--- src/rtl/game_control.sv ---
// Game sequencer: idle -> brick load -> aim -> run, with pause, level-clear and
// game-over handling. Tracks lives, level and the ball step period for the ball block.
module game_control #(
  parameter int unsigned PERIOD_BASE  = 500000,
  parameter int unsigned PERIOD_STEP  = 50000,
  parameter int unsigned PERIOD_MIN   = 150000,
  parameter int unsigned LIVES_INIT   = 3,
  parameter int unsigned MAX_LEVEL    = 5,
  parameter int unsigned LOAD_CYCLES  = 4,
  parameter int unsigned PAUSE_CYCLES = 25000000
) (
  input  logic        clk,
  input  logic        rst,
  input  logic        btn_start,
  input  logic        btn_left,
  input  logic        btn_right,
  input  logic        dead,
  input  logic        win,
  output logic [2:0]  state,
  output logic [2:0]  level,
  output logic [2:0]  angle,
  output logic [19:0] period,
  output logic [1:0]  lives,
  output logic        game_won
);

  typedef enum logic [2:0] {
    S_IDLE  = 3'd0,
    S_LOAD  = 3'd1,
    S_AIM   = 3'd2,
    S_RUN   = 3'd3,
    S_PAUSE = 3'd4,
    S_CLEAR = 3'd5,
    S_OVER  = 3'd6
  } state_e;

  state_e      state_q, state_d;
  logic [2:0]  level_q, level_d;
  logic [2:0]  angle_q, angle_d;
  logic [19:0] period_q, period_d;
  logic [1:0]  lives_q, lives_d;
  logic        won_q, won_d;
  logic [24:0] cnt_q, cnt_d;

  // Bit order everywhere: {start, left, right}
  logic [2:0] sync1_q, sync2_q, prev_q;
  logic [2:0] press;
  logic       press_start, press_left, press_right;

  // Non-negative period arithmetic: the floor is chosen before subtracting.
  function automatic logic [19:0] calc_period(input logic [2:0] lvl);
    logic [31:0] dec;
    dec = 32'(lvl) * PERIOD_STEP;
    if (dec + PERIOD_MIN <= PERIOD_BASE) return 20'(PERIOD_BASE - dec);
    else return 20'(PERIOD_MIN);
  endfunction

  assign press       = sync2_q & ~prev_q;
  assign press_start = press[2];
  assign press_left  = press[1];
  assign press_right = press[0];

  always_ff @(posedge clk or negedge rst) begin
    if (!rst) begin
      sync1_q <= '0;
      sync2_q <= '0;
      prev_q  <= '0;
    end else begin
      sync1_q <= {btn_start, btn_left, btn_right};
      sync2_q <= sync1_q;
      prev_q  <= sync2_q;
    end
  end

  always_ff @(posedge clk or negedge rst) begin
    if (!rst) begin
      state_q  <= S_IDLE;
      level_q  <= '0;
      angle_q  <= 3'd3;
      period_q <= 20'(PERIOD_BASE);
      lives_q  <= 2'(LIVES_INIT);
      won_q    <= 1'b0;
      cnt_q    <= '0;
    end else begin
      state_q  <= state_d;
      level_q  <= level_d;
      angle_q  <= angle_d;
      period_q <= period_d;
      lives_q  <= lives_d;
      won_q    <= won_d;
      cnt_q    <= cnt_d;
    end
  end

  always_comb begin
    state_d  = state_q;
    level_d  = level_q;
    angle_d  = angle_q;
    period_d = period_q;
    lives_d  = lives_q;
    won_d    = won_q;
    cnt_d    = cnt_q;
    case (state_q)
      S_IDLE: begin
        if (press_start) begin
          level_d = '0;
          lives_d = 2'(LIVES_INIT);
          won_d   = 1'b0;
          state_d = S_LOAD;
        end
      end
      S_LOAD: begin
        if (cnt_q == 25'(LOAD_CYCLES - 1)) begin
          period_d = calc_period(level_q);
          angle_d  = 3'd3;
          state_d  = S_AIM;
        end else begin
          cnt_d = cnt_q + 25'd1;
        end
      end
      S_AIM: begin
        if (press_start) begin
          state_d = S_RUN;
        end else if (press_left && !press_right && angle_q != 3'd0) begin
          angle_d = angle_q - 3'd1;
        end else if (press_right && !press_left && angle_q != 3'd5) begin
          angle_d = angle_q + 3'd1;
        end
      end
      S_RUN: begin
        // win outranks dead when both arrive together
        if (win) begin
          if (level_q == 3'(MAX_LEVEL)) begin
            won_d   = 1'b1;
            state_d = S_OVER;
          end else begin
            state_d = S_CLEAR;
          end
        end else if (dead) begin
          if (lives_q > 2'd1) begin
            lives_d = lives_q - 2'd1;
            state_d = S_AIM;
          end else begin
            lives_d = '0;
            state_d = S_OVER;
          end
        end else if (press_start) begin
          state_d = S_PAUSE;
        end
      end
      S_PAUSE: begin
        if (press_start) state_d = S_RUN;
      end
      S_CLEAR: begin
        if (cnt_q == 25'(PAUSE_CYCLES - 1)) begin
          level_d = level_q + 3'd1;
          state_d = S_LOAD;
        end else begin
          cnt_d = cnt_q + 25'd1;
        end
      end
      S_OVER: begin
        if (press_start) state_d = S_IDLE;
      end
      default: state_d = S_IDLE;
    endcase
    if (state_d != state_q) cnt_d = '0;
  end

  assign state    = state_q;
  assign level    = level_q;
  assign angle    = angle_q;
  assign period   = period_q;
  assign lives    = lives_q;
  assign game_won = won_q;

endmodule

--- config.mk ---
export PLATFORM = sky130hd
export DESIGN_NAME = game_control
export DESIGN_NICKNAME = d
export VERILOG_FILES = /design/src/rtl/game_control.sv
export SDC_FILE = /design/constraint.sdc
export NUM_CORES = 1
export LEC_CHECK = 0
export BUFFER_PORTS_ARGS = -buffer_cell sky130_fd_sc_hd__buf_2
export CORE_ASPECT_RATIO = 0.6
export CORE_MARGIN = 5
export CORE_UTILIZATION = 30
export CTS_BUF_LIST = sky130_fd_sc_hd__clkbuf_4 sky130_fd_sc_hd__clkbuf_8 sky130_fd_sc_hd__clkbuf_16
export DETAILED_ROUTE_END_ITERATION = 12
export PLACE_DENSITY = 0.49
export SLEW_MARGIN = 20
export SYNTH_ARGS = -nofsm -noshare
export SYNTH_HDL_FRONTEND = slang
export SYNTH_SLANG_ARGS = --single-unit
--- constraint.sdc ---
create_clock -name clk -period 3.18 [get_ports clk]
set_input_delay 0.636 -clock clk [delete_from_list [all_inputs] [get_ports clk]]
set_output_delay 0.636 -clock clk [all_outputs]
set_load 0.005 [all_outputs]
# ---- Yosys cells after proc, flatten, opt, wreduce, memory -nomap -nowiden
# Index checks and enable logic that the tools add are counted.
# Widths: inputs -> output; s select.
dict set report word_totals {
  register_bits 66
  input_bits 7
  word_cells 96
}
dict set report classes {
  add_sub_neg 7
  multipliers 1
  order_cmp 2
  eq_ne 22
  muxes 33
  n_bitwise 2
  n_reduce_logical 19
}
# operator n
set ops {}
lappend ops {{$mux 25} 3}
lappend ops {{$pmux 25 s2} 1}
lappend ops {{$mux 3} 15}
lappend ops {{$add 25x1->25 const B} 1}
lappend ops {{$eq 25x2->1 const B} 1}
lappend ops {{$eq 25x25->1 const B} 1}
lappend ops {{$add 19x18->20 const B} 1}
lappend ops {{$le 20x19->1 const B} 1}
lappend ops {{$mux 20} 1}
lappend ops {{$sub 19x19->20 const A} 1}
lappend ops {{$pmux 3 s6} 1}
lappend ops {{$ne 2x2->1 const B} 8}
lappend ops {{$mul 3x12->15 const B} 1}
lappend ops {{$eq 3x3->1 const B} 4}
lappend ops {{$ne 3x3->1 const B} 4}
lappend ops {{$pmux 3 s2} 2}
lappend ops {{$reduce_and 4->1} 3}
lappend ops {{$mux 2} 5}
lappend ops {{$add 3x1->3 const B} 2}
lappend ops {{$eq 3x2->1 const B} 2}
lappend ops {{$reduce_and 3->1} 2}
lappend ops {{$reduce_bool 2->1} 3}
lappend ops {{$reduce_bool 3->1} 2}
lappend ops {{$logic_and 1x1->1} 4}
lappend ops {{other kinds (14)} 17}

# ---- Logic depth before layout (Yosys ltp)
dict set report depth {
  ltp_word 9
  mapped_depth 12
}

# ---- Worst setup path after synthesis
# Ideal clock, no wire load.
dict set report synth_timing {
  path_kind {register to register}
  from {register level_q[1], in the netlist level[1]}
  to {register period_q[10], in the netlist period[10]}
  arrival_time_ns 2.724
  setup_slack_ns 0.357
  stages_incl_launch_ff 13
  path_buffers 1
  period_less_slack_ns 2.823
  path_cell_list {dfrtp_1 buf_6 inv_1 ha_1 inv_1 ha_1 ha_1 or2_2 nor4_2 o211a_1 a32oi_1 a21o_1 a311oi_1}
}
dict set report synth_via {
  elab_chain_len 4
  word_cells_on_any_way 5
  classes_between {add/sub: 2; mul: 1; order compare: 1; mux: 1}
}
# item line_no
set synth_rtl {}
lappend synth_rtl {{start: declaration} 38} ;# logic [2:0] level_q, level_d;
lappend synth_rtl {{start signal: assignment} 86} ;# level_q <= level_d;
lappend synth_rtl {{$mul 3x12->15 *} 53} ;# dec = 32'(lvl) * PERIOD_STEP;
lappend synth_rtl {{$add 19x18->20} 54} ;# if (dec + PERIOD_MIN <= PERIOD_BASE) return 20'(PERIOD_BASE - dec);
lappend synth_rtl {{$le 20x19->1} 54}
lappend synth_rtl {{$mux 20 *} 54}
lappend synth_rtl {{end signal: assignment} 80} ;# period_q <= 20'(PERIOD_BASE);
lappend synth_rtl {{end signal: assignment} 88} ;# period_q <= period_d;
lappend synth_rtl {{end: declaration} 40} ;# logic [19:0] period_q, period_d;
# Every way passes the cells marked *; elsewhere a longest branch is shown, timed or not.
# A chain may end at the register's enable or synchronous reset.

# ---- Worst setup path in the final report
dict set report layout_timing {
  from {register level_q[0], in the netlist level[0]}
  to {register period_q[9], in the netlist period[9]}
}
# The elaborated chain is that of the path after synthesis.

==> summary.md <==
| Metric | Value |
|---|---|
| Outcome | finished clean |
| Power density cells | 650 mW/mm^2 |
| Slew Limit Fails | 0 |
| Initial antenna violation count | 0 |
| Crit-path max FO | 10 |
| Antenna-violating nets left | 0 |
| Reg2reg setup slack | 300 ps |
| CP most frequent cell | ha_1 |
| Power Total | 2.99 mW |
| Chip width | 158 um |
| Fillers | 1340 |
| Peak VDD IR | 0.000328 V |
| TritonCTS Buffers | 9 |
| Part of the cycle the worst path needs | 0.905 |
| Startpoint type of the worst setup path | flop |
| Most frequent cells in the layout | 50 x dfrtp_1, 48 x nor2_1, 40 x nand2_1, 34 x buf_2, 23 x nand3_1 |
| Largest net degree at the start of global routing | 26 |
| Routed WL | 10400 um |
| Total core area | 0.0128 sq mm |
| Setup Slack @ Placement | 325 ps |
| Yosys warnings | 0 |
| Vias | 3269 |
| Placed instance area | 0.00425 sq mm |
| Fmax | 0.347 GHz |
| CTS tree | built |
| Vias per inst | 5.09 |
| Post-synth top area cell | dfrtp_1 |
| Synthesis-stage register bit count | 61 |
| Setup tns final | 0 ps |
| Initial Utilization | 0.306 |
| Clk_lat worst skew | 330 ps |
| Layout cell share with drive strength beyond 1 | 0.195 |
| CP cell instances | ha_1 -> ha_1 -> ha_1 -> or2_2 -> nor4_2 -> o211a_1 -> a32oi_1 -> a21o_1 -> a311oi_1 |
| GPL Wtd Cong | 0.863 |
| Worst setup path category | flop to flop |
| Min cycle time layout | 2880 ps |
| Global route total overflow | 0 |
| Post-CTS setup buffer count | 0 |
| Router iterations before antenna repair | 4 |
| Rows | 32 |
| IO Port Bufs | 34 |
| Post-DR wirelength/cell | 16.2 um |
| Dpl hpwl | 7860 um |
| Async SR Flop Fraction | 1.00 |
| Relative slew slack | 0.604 |
| Tightest Hold Check Type | input pin to asynchronous set/reset pin |
| Dpl cells | 626 |
| Final WS setup | 302 ps |
| Max-cap violations | 0 |
| Syn Inst Count | 431 |
| Synth Cell Area | 0.00392 sq mm |
| Most common cell after layout, fill and taps aside | dfrtp_1 |
| Clk sink count | 61 |
| Worst-case clock buffer depth | 2 |
| Die Ht | 98.5 um |
| Vias in the first global route | 3085 |
| Total Routing Usage GR | 0.142 |
| CTS-repair resized insts | 0 |
| Sequential element share of the synthesized area | 0.393 |
| Layout Cells excl Fill | 642 |
| Worst path max stage delay | 480 ps |
| Nets | 489 |
| Synth-to-layout area growth | 17.3% |
| Simple-gate portion of the synthesized area | 0.263 |
| Post-synthesis xor/xnor area fraction | 0.0958 |
| Number of flops mapped to enable cells by yosys | 0 |
| Top cell type's share of synthesized area | 0.319 |
| Endpoints failing setup | 0 |
| Avg Inst Size Synth | 9.09 sq um |
| Reg2reg path depth | 9 |
| First-pass GRT wire length | 17400 um |
| Critical Path RT | 3410 ps |
| CTS root buf | clkbuf_16 |
| Synth Area in Compound Gates | 0.141 |
| Fin util | 0.359 |
| Hold-fix buffers, CTS | 0 |
| Largest family of logic cells by synthesized area | simple AND/OR/NAND/NOR gates |
| # IOs | 39 |
| Pleak | 1.97 nW |
| Die ar. | 0.0155 sq mm |
| H-tree levels | 3 |
| Final Hold Fails | 0 |
| Primary FF master, synth | dfrtp_1 |
| DRC Markers | 0 |
| CP arrival | 3110 ps |
| Hold Worst Slack | 274 ps |
| Synth Area in Adders | 0.0498 |
| Unrepaired setup endpoints after global routing | no |
| Post-route cell area | 0.00460 sq mm |
| Crit-path slowest cell | dfrtp_1 |
| Crit end category | flop |
| Top cells by area, synth | dfrtp_1 32%, dfstp_2 7.4%, nor2_1 4.6% |
| Slew @ Worst Pin | 589 ps |
| Clock transition at path regs | 60 ps |
| N_diodes | 0 |
| Clock Skew | 4.79 ps |
| Mux cell area share after synthesis | 0.00511 |
| Initial DRC count | 199 |
| Yosys cell types | 68 |
-- flip-flops by register name, indices dropped and copies added (netlist names) --
register  flops
sync1_q       3
cnt_q        25
game_won      1
level         3
angle         3
state         3
prev_q        3
sync2_q       3
period       15
lives         2
-- area by class of cell --
class / instances / area [sq um] / area share
multi-input combinational: 336 / 2190 / 0.477
sequential: 61 / 1540 / 0.335
timing repair buffer: 46 / 260 / 0.0566
clock buffer: 10 / 233 / 0.0506
tap: 170 / 213 / 0.0463
clock inverter: 6 / 111 / 0.0242
inverter: 13 / 48.8 / 0.0106
-- cells by family (layout without fill, tap and decap cells) --
logic type,Yosys count,in the layout
compound gates,81,81
simple gates,195,195
flops,61,61
buf+inv,37,75
xor+xnor,39,39
other cells,1,4
fa+ha+maj,15,15
mux,2,2
-- where the power goes --
part / switching, mW / internal, mW / leakage [nW]
registers: 0.166 / 0.961 / 0.779
logic: 0.432 / 0.281 / 1.02
clock network: 0.372 / 0.774 / 0.166
total: 0.970 / 2.02 / 1.97
-- critical path: cells and delay by family, from the launching register on --
kind / cells / cell delay, ps
flip-flops: 1 / 480
AND/OR/NAND/NOR: 2 / 660
adder cells (fa/ha/maj): 3 / 730
AO/OA/AOI/OAI: 4 / 900
-- path summary, 6_finish.rpt --
check                                 from          to
worst max register to register    level[0]   period[9]
worst min-delay path                   rst   prev_q[1]
max in group asynchronous              rst  period[15]
worst min register to register  sync1_q[2]  sync2_q[2]
min in group clk                sync1_q[2]  sync2_q[2]
worst max-delay path              level[0]   period[9]
-- cell usage after synthesis, types with 3 or more instances --
| master | n |
|---|---|
| dfrtp_1 | 50 |
| nor2_1 | 48 |
| nand2_1 | 40 |
| nand3_1 | 23 |
| xnor2_1 | 20 |
| o21ai_0 | 19 |
| xor2_1 | 16 |
| ha_1 | 14 |
| nor3_1 | 14 |
| a21oi_1 | 13 |
| inv_1 | 13 |
| nor4_1 | 12 |
| dfstp_2 | 11 |
| a31oi_1 | 9 |
| buf_2 | 8 |
| nand4_1 | 8 |
| o31ai_1 | 8 |
| and2_1 | 7 |
| buf_4 | 7 |
| clkbuf_1 | 6 |
| and3_1 | 5 |
| or3_1 | 5 |
| nor2b_1 | 4 |
| nor3b_1 | 4 |
| a21o_1 | 3 |
| a311oi_1 | 3 |
| buf_6 | 3 |
| nor4_2 | 3 |
| nor4b_1 | 3 |
| o211ai_1 | 3 |
| or2_2 | 3 |
-- metal layers --
metal  wire length, um  track usage  vias to the layer above
met5                 0            0                        -
met4               102       0.0383                        0
met3               560       0.0421                       11
met2              3610        0.158                       69
met1              6130        0.245                     1578
li1                  -            -                     1611
Power figures use the tool's default switching activity.
